[src/rtl/cpu_ctrl_pkg.sv]
// Shared definitions for the instruction-sequencing controller.
// Holds the sequencer state encoding, the opcode map and the small decode helpers
// used by cpu_op_decode. Opcodes are held at 5 bits so every legal OPW fits.
package cpu_ctrl_pkg;

    typedef enum logic [3:0] {
        StFAddr  = 4'd0,
        StFRd    = 4'd1,
        StFLd    = 4'd2,
        StFInc   = 4'd3,
        StDInc   = 4'd4,
        StEAddr  = 4'd5,
        StEOp    = 4'd6,
        StEWb    = 4'd7,
        StHalted = 4'd8
    } state_t;

    localparam logic [4:0] OpHlt = 5'd0;
    localparam logic [4:0] OpSkz = 5'd1;
    localparam logic [4:0] OpAdd = 5'd2;
    localparam logic [4:0] OpAnd = 5'd3;
    localparam logic [4:0] OpXor = 5'd4;
    localparam logic [4:0] OpLda = 5'd5;
    localparam logic [4:0] OpSto = 5'd6;
    localparam logic [4:0] OpJmp = 5'd7;
    localparam logic [4:0] OpOr  = 5'd8;
    localparam logic [4:0] OpSub = 5'd9;
    localparam logic [4:0] OpSkn = 5'd10;
    localparam logic [4:0] OpJz  = 5'd11;
    localparam logic [4:0] OpNop = 5'd12;

    // Opcodes that read memory and load the accumulator from the ALU.
    function automatic logic is_alu(input logic [4:0] op);
        return (op == OpAdd) || (op == OpAnd) || (op == OpXor) ||
               (op == OpLda) || (op == OpOr)  || (op == OpSub);
    endfunction

    // Extended opcodes only exist once the opcode field is at least 4 bits wide.
    function automatic logic is_legal(input logic [4:0] op, input int unsigned opw);
        return (op <= OpJmp) || ((opw >= 32'd4) && (op <= OpNop));
    endfunction

endpackage

[src/rtl/cpu_ctrl_seq_if.sv]
// Bus between the sequencer and the CPU datapath / memory.
// master: the controller (drives strobes, reads opcode, flags, mem_ready, resume).
// slave : the datapath side (drives opcode, flags, handshake; reads strobes).
interface cpu_ctrl_seq_if #(
    parameter int unsigned OPW = 4
);
    logic [OPW-1:0] opcode;
    logic           zero;
    logic           neg;
    logic           mem_ready;
    logic           resume;
    logic           rd;
    logic           wr;
    logic           ld_ir;
    logic           ld_ac;
    logic           ld_pc;
    logic           inc_pc;
    logic           halt;
    logic           data_e;
    logic           sel;
    logic           ir_byte;
    logic           illegal;
    logic [3:0]     state_o;

    modport master (
        input  opcode, zero, neg, mem_ready, resume,
        output rd, wr, ld_ir, ld_ac, ld_pc, inc_pc, halt, data_e, sel, ir_byte, illegal,
               state_o
    );

    modport slave (
        output opcode, zero, neg, mem_ready, resume,
        input  rd, wr, ld_ir, ld_ac, ld_pc, inc_pc, halt, data_e, sel, ir_byte, illegal,
               state_o
    );
endinterface

[src/rtl/cpu_op_decode.sv]
// Combinational opcode decoder.
// Inputs : opcode_i (OPW bits), zero_i, neg_i accumulator flags.
// Outputs: alu_op_o, is_sto_o, jmp_t_o (jump taken), skp_t_o (skip taken),
//          is_hlt_o, illegal_o. Illegal opcodes decode as a NOP (all other outputs 0).
module cpu_op_decode
    import cpu_ctrl_pkg::*;
#(
    parameter int unsigned OPW = 4
) (
    input  logic [OPW-1:0] opcode_i,
    input  logic           zero_i,
    input  logic           neg_i,
    output logic           alu_op_o,
    output logic           is_sto_o,
    output logic           jmp_t_o,
    output logic           skp_t_o,
    output logic           is_hlt_o,
    output logic           illegal_o
);
    logic [4:0] op;
    logic       legal;

    always_comb begin
        op        = 5'(opcode_i);
        legal     = is_legal(op, OPW);
        alu_op_o  = legal && is_alu(op);
        is_sto_o  = legal && (op == OpSto);
        is_hlt_o  = legal && (op == OpHlt);
        jmp_t_o   = legal && ((op == OpJmp) || ((op == OpJz) && zero_i));
        skp_t_o   = legal && (((op == OpSkz) && zero_i) || ((op == OpSkn) && neg_i));
        illegal_o = !legal;
    end
endmodule

[src/rtl/cpu_ctrl_seq.sv]
// Instruction-sequencing controller: fetch (1 or 2 IR bytes), decode, execute, halt.
// Ports: clk, rst_n (async, active-low), bus (cpu_ctrl_seq_if.master) carrying opcode,
// flags, mem_ready/resume in and rd/wr/ld_*/inc_pc/halt/data_e/sel/ir_byte/illegal/
// state_o out. All strobes are combinational decodes of state, opcode and flags.
module cpu_ctrl_seq
    import cpu_ctrl_pkg::*;
#(
    parameter int unsigned OPW      = 4,
    parameter int unsigned IR_BYTES = 1,
    parameter bit          WAIT_EN  = 1'b1
) (
    input  logic           clk,
    input  logic           rst_n,
    cpu_ctrl_seq_if.master bus
);
    localparam logic LastByte = 1'(IR_BYTES - 1);

    state_t state_q, state_d;
    logic   byte_cnt_q, byte_cnt_d;
    logic   ready;
    logic   alu_op, is_sto, jmp_t, skp_t, is_hlt, op_illegal;
    logic   mem_op;

    cpu_op_decode #(
        .OPW (OPW)
    ) u_decode (
        .opcode_i  (bus.opcode),
        .zero_i    (bus.zero),
        .neg_i     (bus.neg),
        .alu_op_o  (alu_op),
        .is_sto_o  (is_sto),
        .jmp_t_o   (jmp_t),
        .skp_t_o   (skp_t),
        .is_hlt_o  (is_hlt),
        .illegal_o (op_illegal)
    );

    assign ready       = WAIT_EN ? bus.mem_ready : 1'b1;
    // Execute phases only wait on memory when the opcode actually accesses it.
    assign mem_op      = alu_op || is_sto;
    assign bus.state_o = state_q;

    always_comb begin
        state_d     = state_q;
        byte_cnt_d  = byte_cnt_q;
        bus.rd      = 1'b0;
        bus.wr      = 1'b0;
        bus.ld_ir   = 1'b0;
        bus.ld_ac   = 1'b0;
        bus.ld_pc   = 1'b0;
        bus.inc_pc  = 1'b0;
        bus.halt    = 1'b0;
        bus.data_e  = 1'b0;
        bus.sel     = 1'b0;
        bus.ir_byte = 1'b0;
        bus.illegal = 1'b0;

        case (state_q)
            StFAddr: begin
                bus.sel = 1'b1;
                state_d = StFRd;
            end
            StFRd: begin
                bus.sel     = 1'b1;
                bus.rd      = 1'b1;
                bus.ir_byte = byte_cnt_q;
                if (ready) state_d = StFLd;
            end
            StFLd: begin
                bus.sel     = 1'b1;
                bus.rd      = 1'b1;
                bus.ld_ir   = 1'b1;
                bus.ir_byte = byte_cnt_q;
                state_d     = (byte_cnt_q != LastByte) ? StFInc : StDInc;
            end
            StFInc: begin
                bus.sel    = 1'b1;
                bus.inc_pc = 1'b1;
                byte_cnt_d = byte_cnt_q + 1'b1;
                state_d    = StFRd;
            end
            StDInc: begin
                bus.inc_pc  = 1'b1;
                bus.halt    = is_hlt;
                bus.illegal = op_illegal;
                byte_cnt_d  = 1'b0;
                state_d     = is_hlt ? StHalted : StEAddr;
            end
            StEAddr: begin
                bus.rd  = alu_op;
                state_d = StEOp;
            end
            StEOp: begin
                bus.rd     = alu_op;
                bus.data_e = is_sto;
                bus.inc_pc = skp_t;
                if (ready || !mem_op) state_d = StEWb;
            end
            StEWb: begin
                bus.rd     = alu_op;
                // Load only on the completing cycle so a stalled read gives a single pulse.
                bus.ld_ac  = alu_op && ready;
                bus.wr     = is_sto;
                bus.data_e = is_sto;
                bus.ld_pc  = jmp_t;
                if (ready || !mem_op) state_d = StFAddr;
            end
            StHalted: begin
                bus.halt = 1'b1;
                if (bus.resume) state_d = StFAddr;
            end
            default: state_d = StFAddr;
        endcase
    end

    always_ff @(posedge clk or negedge rst_n) begin
        if (!rst_n) begin
            state_q    <= StFAddr;
            byte_cnt_q <= 1'b0;
        end else begin
            state_q    <= state_d;
            byte_cnt_q <= byte_cnt_d;
        end
    end
endmodule

[src/flat_wrapper.sv]
// flat-port wrapper written by rule: the top's interface ports become plain ports
module cpu_ctrl_seq_flat import cpu_ctrl_pkg::*;
#(
    parameter int unsigned OPW      = 4,
    parameter int unsigned IR_BYTES = 1,
    parameter bit          WAIT_EN  = 1'b1
)
  (clk, rst_n, bus_opcode, bus_zero, bus_neg, bus_mem_ready, bus_resume, bus_rd, bus_wr, bus_ld_ir, bus_ld_ac, bus_ld_pc, bus_inc_pc, bus_halt, bus_data_e, bus_sel, bus_ir_byte, bus_illegal, bus_state_o);
  cpu_ctrl_seq_if #(.OPW(OPW)) bus_i ();
  input  logic clk;
  input  logic rst_n;
  input wire logic [$bits(bus_i.opcode)-1:0] bus_opcode;
  input wire logic [$bits(bus_i.zero)-1:0] bus_zero;
  input wire logic [$bits(bus_i.neg)-1:0] bus_neg;
  input wire logic [$bits(bus_i.mem_ready)-1:0] bus_mem_ready;
  input wire logic [$bits(bus_i.resume)-1:0] bus_resume;
  output wire logic [$bits(bus_i.rd)-1:0] bus_rd;
  output wire logic [$bits(bus_i.wr)-1:0] bus_wr;
  output wire logic [$bits(bus_i.ld_ir)-1:0] bus_ld_ir;
  output wire logic [$bits(bus_i.ld_ac)-1:0] bus_ld_ac;
  output wire logic [$bits(bus_i.ld_pc)-1:0] bus_ld_pc;
  output wire logic [$bits(bus_i.inc_pc)-1:0] bus_inc_pc;
  output wire logic [$bits(bus_i.halt)-1:0] bus_halt;
  output wire logic [$bits(bus_i.data_e)-1:0] bus_data_e;
  output wire logic [$bits(bus_i.sel)-1:0] bus_sel;
  output wire logic [$bits(bus_i.ir_byte)-1:0] bus_ir_byte;
  output wire logic [$bits(bus_i.illegal)-1:0] bus_illegal;
  output wire logic [$bits(bus_i.state_o)-1:0] bus_state_o;
  assign bus_i.opcode = bus_opcode;
  assign bus_i.zero = bus_zero;
  assign bus_i.neg = bus_neg;
  assign bus_i.mem_ready = bus_mem_ready;
  assign bus_i.resume = bus_resume;
  assign bus_rd = bus_i.rd;
  assign bus_wr = bus_i.wr;
  assign bus_ld_ir = bus_i.ld_ir;
  assign bus_ld_ac = bus_i.ld_ac;
  assign bus_ld_pc = bus_i.ld_pc;
  assign bus_inc_pc = bus_i.inc_pc;
  assign bus_halt = bus_i.halt;
  assign bus_data_e = bus_i.data_e;
  assign bus_sel = bus_i.sel;
  assign bus_ir_byte = bus_i.ir_byte;
  assign bus_illegal = bus_i.illegal;
  assign bus_state_o = bus_i.state_o;
  cpu_ctrl_seq #(.OPW(OPW), .IR_BYTES(IR_BYTES), .WAIT_EN(WAIT_EN)) u_core (.clk(clk), .rst_n(rst_n), .bus(bus_i));
endmodule
[config.mk]
export PLATFORM = sky130hd
export DESIGN_NAME = cpu_ctrl_seq_flat
export DESIGN_NICKNAME = d
export VERILOG_FILES = /design/src/rtl/cpu_ctrl_pkg.sv /design/src/rtl/cpu_ctrl_seq_if.sv /design/src/rtl/cpu_op_decode.sv /design/src/rtl/cpu_ctrl_seq.sv /design/src/flat_wrapper.sv
export SDC_FILE = /design/constraint.sdc
export NUM_CORES = 1
export LEC_CHECK = 0
export ABC_CLOCK_PERIOD_IN_PS = 2600
export CORE_MARGIN = 2
export CORE_UTILIZATION = 44
export CTS_CLUSTER_SIZE = 16
export DETAILED_ROUTE_END_ITERATION = 7
export PLACE_DENSITY = 0.91
export SLEW_MARGIN = 20
export SYNTH_ARGS = -nofsm -noshare
export SYNTH_HDL_FRONTEND = slang
export SYNTH_SLANG_ARGS = --single-unit
[constraint.sdc]
create_clock -name clk -period 2.6 [get_ports clk]
set_clock_uncertainty 0.05 [all_clocks]
set_input_delay 0.39 -clock clk [delete_from_list [all_inputs] [get_ports clk]]
set_output_delay 0.39 -clock clk [all_outputs]
set_load 0.005 [all_outputs]
==> flow_summary.yaml <==
timing:
  rsz0062_at_grt: "false"
  finalSetupViolCount: 0
  finalMaxSlewViolations: 0
  layout_setup_ws_ns: 0.1287
  worst_slew_pin_slew_ns: 0.4256
  finalSetupTns_ns: 0
  hold_violations: 0
  post-route-period-util_pct: 95.05
  final_period_minus_worst_setup_slack_ns: 2.471
  max_freq_mhz: 404.7
  slew_headroom_pct: 71.63
logic_synthesis:
  post_synth.cell_area_avg_sq_um: 7.270
  synth-edff-count: 0
  synthesis.nets: 89
  synth.cell_area_sq_um: 574.3
  ys_warn_count: 0
  yosysTopAreaCell: "dfrtp_1"
  synth.lib_cells_used.distinct: 38
  synth.top_cells.by_area: "dfrtp_1 (22%), a21oi_1 (7.0%), nor3_1 (6.1%)"
  synth_largest_type_area_fraction_pct: 21.79
  synth_seq_area_share_pct: 21.79
  post_synth_arst_share_pct: 100.0
  synth-seq-cells: 5
  dominantRegCellSynth: "dfrtp_1"
  postSynthCellCount: 79
placed_design:
  pre_cts_slack_ns: 0.03017
  io_buffer_count: 24
  place_congestion: 0.8074
  hpwlAfterDp_um: 1250
route:
  drcViolationCount: 0
  antenna_violating_nets_post_route: 0
  post_drt_via_cell_ratio: 5.692
  routed_wire_length_per_instance_um: 13.53
  vias: 683
  routed_wl_um: 1623
  drc_marker_count_from_the_first_detailed_route_iteration: 24
  dr.pass1.iters: 4
grt:
  antenna_found_initial: 0
  grt_pass1_vias: 578
  grt_overflow_total: 0
  overall_global_routing_usage_pct: 23.56
  grt_max_degree: 15
  grt_pass1_wl_um: 2497
die:
  coreArea_sq_um: 1252
  die_w_um: 40.13
  core.rowCount: 13
  floorplan.die_area_sq_um: 1610
  die-height_um: 40.13
  initial_utilization_pct: 45.85
  top_level_ports: 25
clock_network:
  cts.repair.resized: 0
  clk_transition_reported_paths_ns: 0.04
  tritoncts: "yes"
  clock_tree.root_cell: "clkbuf_4"
  clock_latency_ns: 0.24
  cts-buffers-inserted: 3
  post-cts-setup-buffers: 0
  cts-htree-levels: 1
  clk_path_buf_depth: 2
  postCtsHoldBufs: 0
  cts.sinks: 5
pwr:
  share_comb_of_total_power_pct: 60.7
  power_per_cell_area_nw_per_um2: 852.4
  power.switching_fraction_pct: 42.17
  power.sequential.fraction_pct: 27.4
  power.ir.vdd_worst_uv: 771.7
  leakagePower_nw: 0.3749
  net-switching-power_w: 0.0003139
  clock_group_share_of_total_power_pct: 11.9
  intPower_w: 0.0004306
critical_path:
  critPathMaxStageDelay_ns: 0.55
  crit_slowest_cell: "clkdlybuf4s50_1"
  crit_path_cell_trace: "clkdlybuf4s50_1, nor4bb_1, and3_1, and2_1, clkdlybuf4s50_1"
  critPathCaptureType: "output pin"
  crit_family: "buffers and inverters"
  critPathLaunchType: "primary input"
  path_max_fanout: 4
  timing.critical_path.required_ns: 2.16
  arrival_ns: 2.03
  critPathKind: "in2out"
  critical_path_buf_inv_count: 2
  cpMostUsedCell: "clkdlybuf4s50_1"
outcome:
  outcome: "completed"
final_layout:
  antenna_cells_inserted: 0
  flow.area_growth_from_synthesis_pct: 52.07
  final_nets: 116
  fraction_of_layout_cells_with_a_size_suffix_above_1_pct: 14.29
  fillers: 97
run:
  cap_violations: 0
min_path:
  worst_hold_path_type: "in2async"
state kept, by name, summed over array words and instances (netlist names):
register / count
u_core.bus.state_o: 4
u_core.byte_cnt_q: 1
cells in the mapped netlist (2+ instances only):
cell / instances
buf_2: 3
o21ai_0: 3
xor2_1: 2
clkbuf_1: 3
dfrtp_1: 5
a21oi_1: 8
inv_2: 2
nor4_1: 2
or2_1: 2
nand2_1: 9
nor3_1: 7
nor2_1: 3
nand2b_1: 2
inv_1: 2
and3_1: 3
stage by stage:
step                hold slack, ns  cells  cell area (sq um)  total power, W  util (%)
global route                0.3204    120              873.3       0.0008188     69.73
floorplan                  0.04441     79              574.3       0.0004520         -
finish                      0.3239    120              873.3       0.0007445     69.73
CTS                         0.3191    120              859.6       0.0007439     68.63
global placement            0.5704    116              833.3       0.0006482     66.53
detailed placement          0.5764    116              833.3       0.0006509     66.53
final cells by class:
cell class	instances	area, sq um	share of cell area [%]
multi-input combinational	63	402.9	46.13
clock buffer	4	26.28	3.009
inverter	4	15.01	1.719
sequential	5	125.1	14.33
timing repair buffer	29	285.3	32.66
tap	15	18.77	2.149
metal layers:
metal / share of wire, % / GRT usage, % / routed length, um
met1: 44 / 30.20 / 710
met2: 49 / 35.48 / 802
met3: 4.4 / 7.778 / 71
met4: 2.4 / 10.34 / 39
met5: 0 / 0 / 0
power by group through the flow:
| stage | logic [W] | clock network, W | registers, W |
|---|---|---|---|
| 4_1_cts | 0.000451 | 0.0000911 | 0.000202 |
| 6_report | 0.000452 | 0.0000886 | 0.000204 |
| 5_1_grt | 0.000508 | 0.000101 | 0.000210 |
| 3_5_place_dp | 0.000448 | 0 | 0.000203 |
| 2_1_floorplan | 0.000312 | 0 | 0.000140 |
| 3_3_place_gp | 0.000444 | 0 | 0.000204 |
final timing paths:
kind,start,end,slack [ns],cells past startpoint
setup / recovery,bus_opcode[2],bus_wr,0.13,5
hold / removal,rst_n,u_core.bus.state_o[3]$_DFFE_PN0P_,0.32,1
setup reg to reg,u_core.bus.state_o[0]$_DFFE_PN0P_,u_core.bus.state_o[0]$_DFFE_PN0P_,0.77,4
hold reg to reg,u_core.byte_cnt_q$_DFFE_PN0P_,u_core.byte_cnt_q$_DFFE_PN0P_,0.61,2
max in group asynchronous,rst_n,u_core.bus.state_o[1]$_DFFE_PN0P_,1.98,1
min in group clk,u_core.byte_cnt_q$_DFFE_PN0P_,u_core.byte_cnt_q$_DFFE_PN0P_,0.61,2
cells in the final DEF (no fill, tap or decap), types with 2 or more instances in the layout:
master	netlist	layout
a21oi_1	8	8
and3_1	3	3
buf_4	0	5
clkbuf_4	0	3
clkdlybuf4s50_1	0	21
dfrtp_1	5	5
dlymetal6s2s_1	0	3
inv_1	2	2
inv_2	2	2
nand2_1	9	9
nand2b_1	2	2
nor2_1	3	3
nor3_1	7	7
o21ai_0	3	3
or2_1	2	2
xor2_1	2	2
cells by family after synthesis:
family | count (synthesis) | synth area share [%]
buf+inv | 11 | 9.150
mux | 2 | 4.574
compound gates | 21 | 23.75
flops | 5 | 21.79
simple gates | 38 | 37.69
xor+xnor | 2 | 3.051
(Power assumes the default switching activity.)
